`config.mk`:
```
export PLATFORM = sky130hd
export DESIGN_NAME = qam_demapper
export DESIGN_NICKNAME = d
export VERILOG_FILES = /design/src/rtl/qam_pkg.sv /design/src/rtl/qam_slicer.sv /design/src/rtl/qam_demapper.sv
export SDC_FILE = /design/constraint.sdc
export NUM_CORES = 1
export LEC_CHECK = 0
export CAP_MARGIN = 15
export CORE_UTILIZATION = 53
export CTS_CLUSTER_SIZE = 14
export DETAILED_ROUTE_END_ITERATION = 8
export PLACE_DENSITY = 0.87
export SYNTH_ARGS = -nofsm -noshare
export SYNTH_HDL_FRONTEND = slang
export SYNTH_SLANG_ARGS = --single-unit
```
`constraint.sdc`:
```
create_clock -name aclk -period 7.7 [get_ports aclk]
set_input_delay 2.31 -clock aclk [delete_from_list [all_inputs] [get_ports aclk]]
set_output_delay 2.31 -clock aclk [all_outputs]
set_load 0.1 [all_outputs]
```
`src/rtl/qam_pkg.sv`:
```
// Shared 64-QAM constants: per-axis Gray table and the level/threshold multipliers
// used by both the demapper and the mapper.
package qam_pkg;

  localparam int NUM_LEVELS = 8;
  localparam int NUM_THRESH = NUM_LEVELS - 1;

  // Gray code per level index 0..7, i.e. levels -7,-5,-3,-1,+1,+3,+5,+7
  localparam logic [23:0] GRAY_TABLE = {3'b100, 3'b101, 3'b111, 3'b110,
                                        3'b010, 3'b011, 3'b001, 3'b000};

  function automatic logic [2:0] gray_code(input logic [2:0] idx);
    return GRAY_TABLE[int'(idx)*3 +: 3];
  endfunction

  // Level multiplier k for a level index (amplitude = k*SCALE)
  function automatic int level_k(input logic [2:0] idx);
    return 2 * int'(idx) - 7;
  endfunction

  // Threshold multiplier for threshold j (0..6): -6,-4,-2,0,+2,+4,+6
  function automatic int thresh_k(input int j);
    return 2 * j - 6;
  endfunction

endpackage

```
`src/rtl/qam_slicer.sv`:
```
// Combinational hard slicer for one constellation axis: counts the thresholds the
// sample reaches (ties go up) and returns that level's Gray code.
module qam_slicer
  import qam_pkg::*;
#(
  parameter int W     = 16,
  parameter int SCALE = 2048
) (
  input  logic signed [W-1:0] axis,
  output logic        [2:0]   bits
);

  logic [2:0] idx;

  always_comb begin
    idx = '0;
    for (int j = 0; j < NUM_THRESH; j++) begin
      if (int'(axis) >= thresh_k(j) * SCALE) idx = idx + 3'd1;
    end
    bits = gray_code(idx);
  end

endmodule

```
`src/rtl/qam_demapper.sv`:
```
// 64-QAM demapper: slices I/Q, packs 6-bit symbols MSB-first into bytes with OFDM
// framing. Define QAM_DEMAP_DEBUG_EN to expose carry_over, co_count and sc_cnt.
module qam_demapper
  import qam_pkg::*;
#(
  parameter int W     = 16,
  parameter int N     = 8,
  parameter int B     = 8,
  parameter int SCALE = 2048
) (
  input  logic           aclk,
  input  logic           reset,
  input  logic [2*W-1:0] s_data_in,
  input  logic           s_dvalid,
  output logic           s_dready,
  input  logic           s_dlast,
  output logic [B-1:0]   m_data_out,
  output logic           m_dvalid,
  input  logic           m_dready,
  output logic           m_dlast,
  output logic [9:0]     m_symbol_index,
  output logic           m_err
`ifdef QAM_DEMAP_DEBUG_EN
  ,
  output logic [15:0]    carry_over,
  output logic [5:0]     co_count,
  output logic [5:0]     sc_cnt
`endif
);

`ifdef QAM_DEMAP_DEBUG_EN
`else
  logic [15:0] carry_over;
  logic [5:0]  co_count;
  logic [5:0]  sc_cnt;
`endif

  localparam logic [5:0] B_W    = 6'(B);
  localparam logic [5:0] N_LAST = 6'(N - 1);

  logic [2:0]  i_bits, q_bits;
  logic [5:0]  sym;
  logic        in_fire, out_free, take, sc_is_last;
  logic [15:0] app_buf;
  logic [5:0]  app_cnt, app_mark;
  // Bit count up to and including the final bit of subcarrier N-1 (0 = none buffered)
  logic [5:0]  last_pos;

  qam_slicer #(.W(W), .SCALE(SCALE)) u_slice_i (
    .axis (s_data_in[2*W-1:W]),
    .bits (i_bits)
  );

  qam_slicer #(.W(W), .SCALE(SCALE)) u_slice_q (
    .axis (s_data_in[W-1:0]),
    .bits (q_bits)
  );

  assign sym        = {i_bits, q_bits};
  assign sc_is_last = (sc_cnt == N_LAST);
  assign s_dready   = (co_count <= 6'd10) && (co_count < B_W);
  assign in_fire    = s_dvalid && s_dready;
  assign out_free   = !m_dvalid || m_dready;

  // The incoming symbol is appended combinationally so a completed byte can be
  // handed to the output register on the same edge (one-cycle latency).
  always_comb begin
    app_buf  = carry_over;
    app_cnt  = co_count;
    app_mark = last_pos;
    if (in_fire) begin
      app_buf = carry_over | ({sym, 10'b0} >> co_count);
      app_cnt = co_count + 6'd6;
      if (sc_is_last) app_mark = app_cnt;
    end
    take = out_free && (app_cnt >= B_W);
  end

  always_ff @(posedge aclk) begin
    if (reset) begin
      carry_over     <= '0;
      co_count       <= '0;
      sc_cnt         <= '0;
      last_pos       <= '0;
      m_data_out     <= '0;
      m_dvalid       <= 1'b0;
      m_dlast        <= 1'b0;
      m_err          <= 1'b0;
      m_symbol_index <= '0;
    end else begin
      if (in_fire) begin
        sc_cnt <= (s_dlast || sc_is_last) ? 6'd0 : sc_cnt + 6'd1;
        if (s_dlast != sc_is_last) m_err <= 1'b1;
      end

      if (m_dvalid && m_dready && m_dlast) m_symbol_index <= m_symbol_index + 10'd1;

      if (take) begin
        m_data_out <= app_buf[15 -: B];
        m_dvalid   <= 1'b1;
        m_dlast    <= (app_mark != 6'd0) && (app_mark <= B_W);
        carry_over <= app_buf << B;
        co_count   <= app_cnt - B_W;
        last_pos   <= (app_mark > B_W) ? app_mark - B_W : 6'd0;
      end else begin
        if (m_dready) begin
          m_dvalid <= 1'b0;
          m_dlast  <= 1'b0;
        end
        carry_over <= app_buf;
        co_count   <= app_cnt;
        last_pos   <= app_mark;
      end
    end
  end

endmodule

```
==> impl_metrics.py <==
metrics = {
    "run_status": {
        "status": "completed",
    },
    "detailed_routing": {
        "route.met3.wl_um": 320,
        "wl_per_cell_um": 13.6,
        "via_per_inst": 5.73,
        "drt_wl_total_um": 6830,
        "ant_nets": 0,
        "wl_met2_um": 3290,
        "drc_errors": 0,
        "first_iter_violations": 103,
        "dr_total_vias": 2873,
        "top_layer_used": "met4",
        "wl_met1_um": 3150,
        "firstDrtPassIters": 4,
    },
    "worst_setup_path": {
        "timing.critical_path.mode_cell": "ha_1",
        "crit_buf_inv": 2,
        "cp-start-kind": "input port",
        "critPathTopFamily": "adder cells",
        "worstPathMaxFanout": 9,
        "max_stage_delay_ps": 650,
        "crit_required_ps": 7860,
        "arrival_ps": 7210,
        "critPathSlowestCell": "clkdlybuf4s50_1",
        "critPathKind": "input port to flip-flop",
        "end_kind": "flip-flop",
        "path_cells": "clkdlybuf4s50_1 > nand2_1 > nand2_1 > a21oi_1 > ha_1 > xor2_1 > ha_1 > inv_1 > o21ai_0 > ha_1 > mux2i_1 > mux2i_1 > ha_1 > a22oi_1 > nand2_1 > ha_1 > nand2b_1 > xnor3_1 > o21ai_2 > xor2_1 > a221oi_1 > a211oi_1",
    },
    "global_route": {
        "grt_pass1_wl_um": 11300,
        "grt_max_degree": 44,
        "grt_usage_pct": 21.7,
        "globalRoute.totalOverflow": 0,
        "grt_pass1_vias": 2577,
        "antenna_found_initial": 0,
    },
    "synthesis": {
        "async_flop_share_pct": 0,
        "yosysSeqAreaShare_pct": 32.6,
        "syn_avg_cell_area_um2": 8.25,
        "synth_edf_count": 0,
        "syn_inst": 402,
        "synth_ff_type": "dfxtp_1",
        "yosys_register_bits": 54,
        "synth_nets": 459,
        "syn-cell-area_um2": 3320,
        "yosysUniqueCellTypes": 55,
        "yosys_warnings": 0,
    },
    "sta": {
        "rsz0062_at_grt": "false",
        "tightest_slew_ps": 985,
        "skew_ps": 10.3,
        "timing.fmax_ghz": 0.142,
        "period_share_pct": 91.5,
        "hold_viol_final": 0,
        "slew_violations": 0,
        "fin_crit_ps": 7050,
        "slew_headroom_pct": 34.1,
        "setup_tns_ps": 0,
        "worst_slack_ps": 654,
        "setup_viol": 0,
    },
    "place": {
        "hpwlAfterDp_um": 4960,
        "post-place-ws_ps": 347,
        "place_congestion": 0.832,
        "io_buffers": 34,
    },
    "pwr": {
        "p_seq_share_pct": 30.5,
        "vdd_drop_max_v": 0.000212,
        "p_comb_share_pct": 55.2,
        "p_int_uw": 615,
        "p_switching_uw": 557,
        "total_power_uw": 1170,
        "p_leak_uw": 0.00151,
        "clock_power_share_pct": 14.3,
        "switching_share_pct": 47.5,
        "power_density_nw_per_um2": 310,
    },
    "min_path": {
        "hp-class": "flip-flop to flip-flop",
    },
    "floorplanning": {
        "coreArea_um2": 5990,
        "die_area_um2": 6580,
        "initial_utilization_pct": 55.4,
        "die_x_um": 81.1,
        "row_count": 28,
        "io_pins": 59,
        "die_y_um": 81.1,
    },
    "clocking": {
        "clkTransAtPathRegs_ps": 90,
        "cts_made_buffers": 5,
        "h-tree-depth": 2,
        "cts_sinks": 54,
        "clock_latency_ps": 310,
        "cts-root-buf": "clkbuf_8",
        "post_cts_buffers": 0,
        "cts-hold-fix-buffers": 0,
        "cts_tree": "yes",
        "cts_resized": 0,
        "clk_path_buf_depth": 2,
    },
    "job": {
        "cap_viol_max_count": 0,
    },
    "layout": {
        "diodes": 0,
        "drive_gt1_share_pct": 7.51,
        "final_cell_mix": "nor2_1 (56), dfxtp_1 (54), clkdlybuf4s50_1 (34)",
        "nNetsFinal": 482,
        "area_delta_synth_final_pct": 14.2,
        "final_common_cell": "nor2_1",
    },
}
cells by family after synthesis:
family / synth area share, %
and+or+nand+nor: 22.7
AOI/OAI and AO/OA: 16.8
DFF: 32.6
xor gates and xnor gates: 11.0
buffers and inverters: 5.05
adders and majority gates: 7.54
muxes: 4.30
state kept, by name (all words and copies together) (netlist names):
register	count
carry_over	16
co_count	5
last_pos	6
m_data_out	8
m_dlast	1
m_dvalid	1
m_err	1
m_symbol_index	10
sc_cnt	6
final cells by class:
cell class                      instances  area [um^2]
Fill cell                             498         2200
Multi-Input combinational cell        309         2070
Inverter                               15         56.3
Clock inverter                          2         17.5
Clock buffer                            6         82.6
Tap cell                               75         93.8
Timing Repair Buffer                   40          385
Sequential cell                        54         1080
metal layers:
layer	track usage (%)	vias to the layer above
met5	0	-
met4	6.25	0
met3	4.27	7
met2	36.5	71
met1	28.0	1349
li1	-	1446
tightest hold or removal path, stage by stage (launching register included):
cell,delay (ps)
dfxtp_1,330
nand2_1,60
nor2_1,30
final timing paths:
kind | from | endpoint | slack (ps) | cells after the start
max | s_data_in[13] | carry_over[11]$_SDFF_PP0_ | 650 | 22
min | last_pos[0]$_SDFF_PP0_ | last_pos[0]$_SDFF_PP0_ | 450 | 2
max reg2reg | co_count[1]$_SDFF_PP0_ | m_data_out[2]$_SDFFE_PP0P_ | 4750 | 8
min reg2reg | last_pos[0]$_SDFF_PP0_ | last_pos[0]$_SDFF_PP0_ | 450 | 2
power groups by stage:
stage | sequential, uW | combinational [uW] | clock, uW
6_report | 358 | 647 | 167
5_1_grt | 364 | 705 | 181
4_1_cts | 358 | 647 | 171
3_5_place_dp | 364 | 642 | 0
3_3_place_gp | 361 | 626 | 0
2_1_floorplan | 466 | 412 | 0
Yosys cell counts (3+ instances only):
library cell / number / area share [%]
a211oi_1: 10 / 2.3
a21o_1: 5 / 1.1
a21oi_1: 21 / 3.2
a221oi_1: 3 / 0.79
a31oi_1: 6 / 1.1
and2_1: 6 / 1.1
and3_1: 7 / 1.3
buf_1: 3 / 0.34
buf_2: 8 / 1.2
buf_4: 3 / 0.68
clkbuf_1: 10 / 1.1
dfxtp_1: 54 / 33
ha_1: 20 / 7.5
inv_1: 15 / 1.7
mux2i_1: 12 / 3.6
nand2_1: 32 / 3.6
nand2b_1: 5 / 0.94
nand3_1: 5 / 0.75
nand4_1: 4 / 0.75
nor2_1: 56 / 6.3
nor2b_1: 3 / 0.57
nor3_1: 17 / 2.6
o211ai_1: 3 / 0.68
o21ai_0: 9 / 1.4
o21ai_2: 3 / 0.79
or2_2: 3 / 0.57
or3_1: 3 / 0.57
xnor2_1: 19 / 5.0
xor2_1: 20 / 5.3
stage by stage:
stage	instances	cell area [um^2]	util, %	hold WS [ps]
after CTS	501	3790	63.2	451
after global placement	493	3690	61.6	428
after detailed placement	493	3690	61.6	438
after global routing	501	3790	63.2	474
final	501	3790	63.2	454
after floorplan	402	3320	-	418
(Power assumes the default switching activity.)
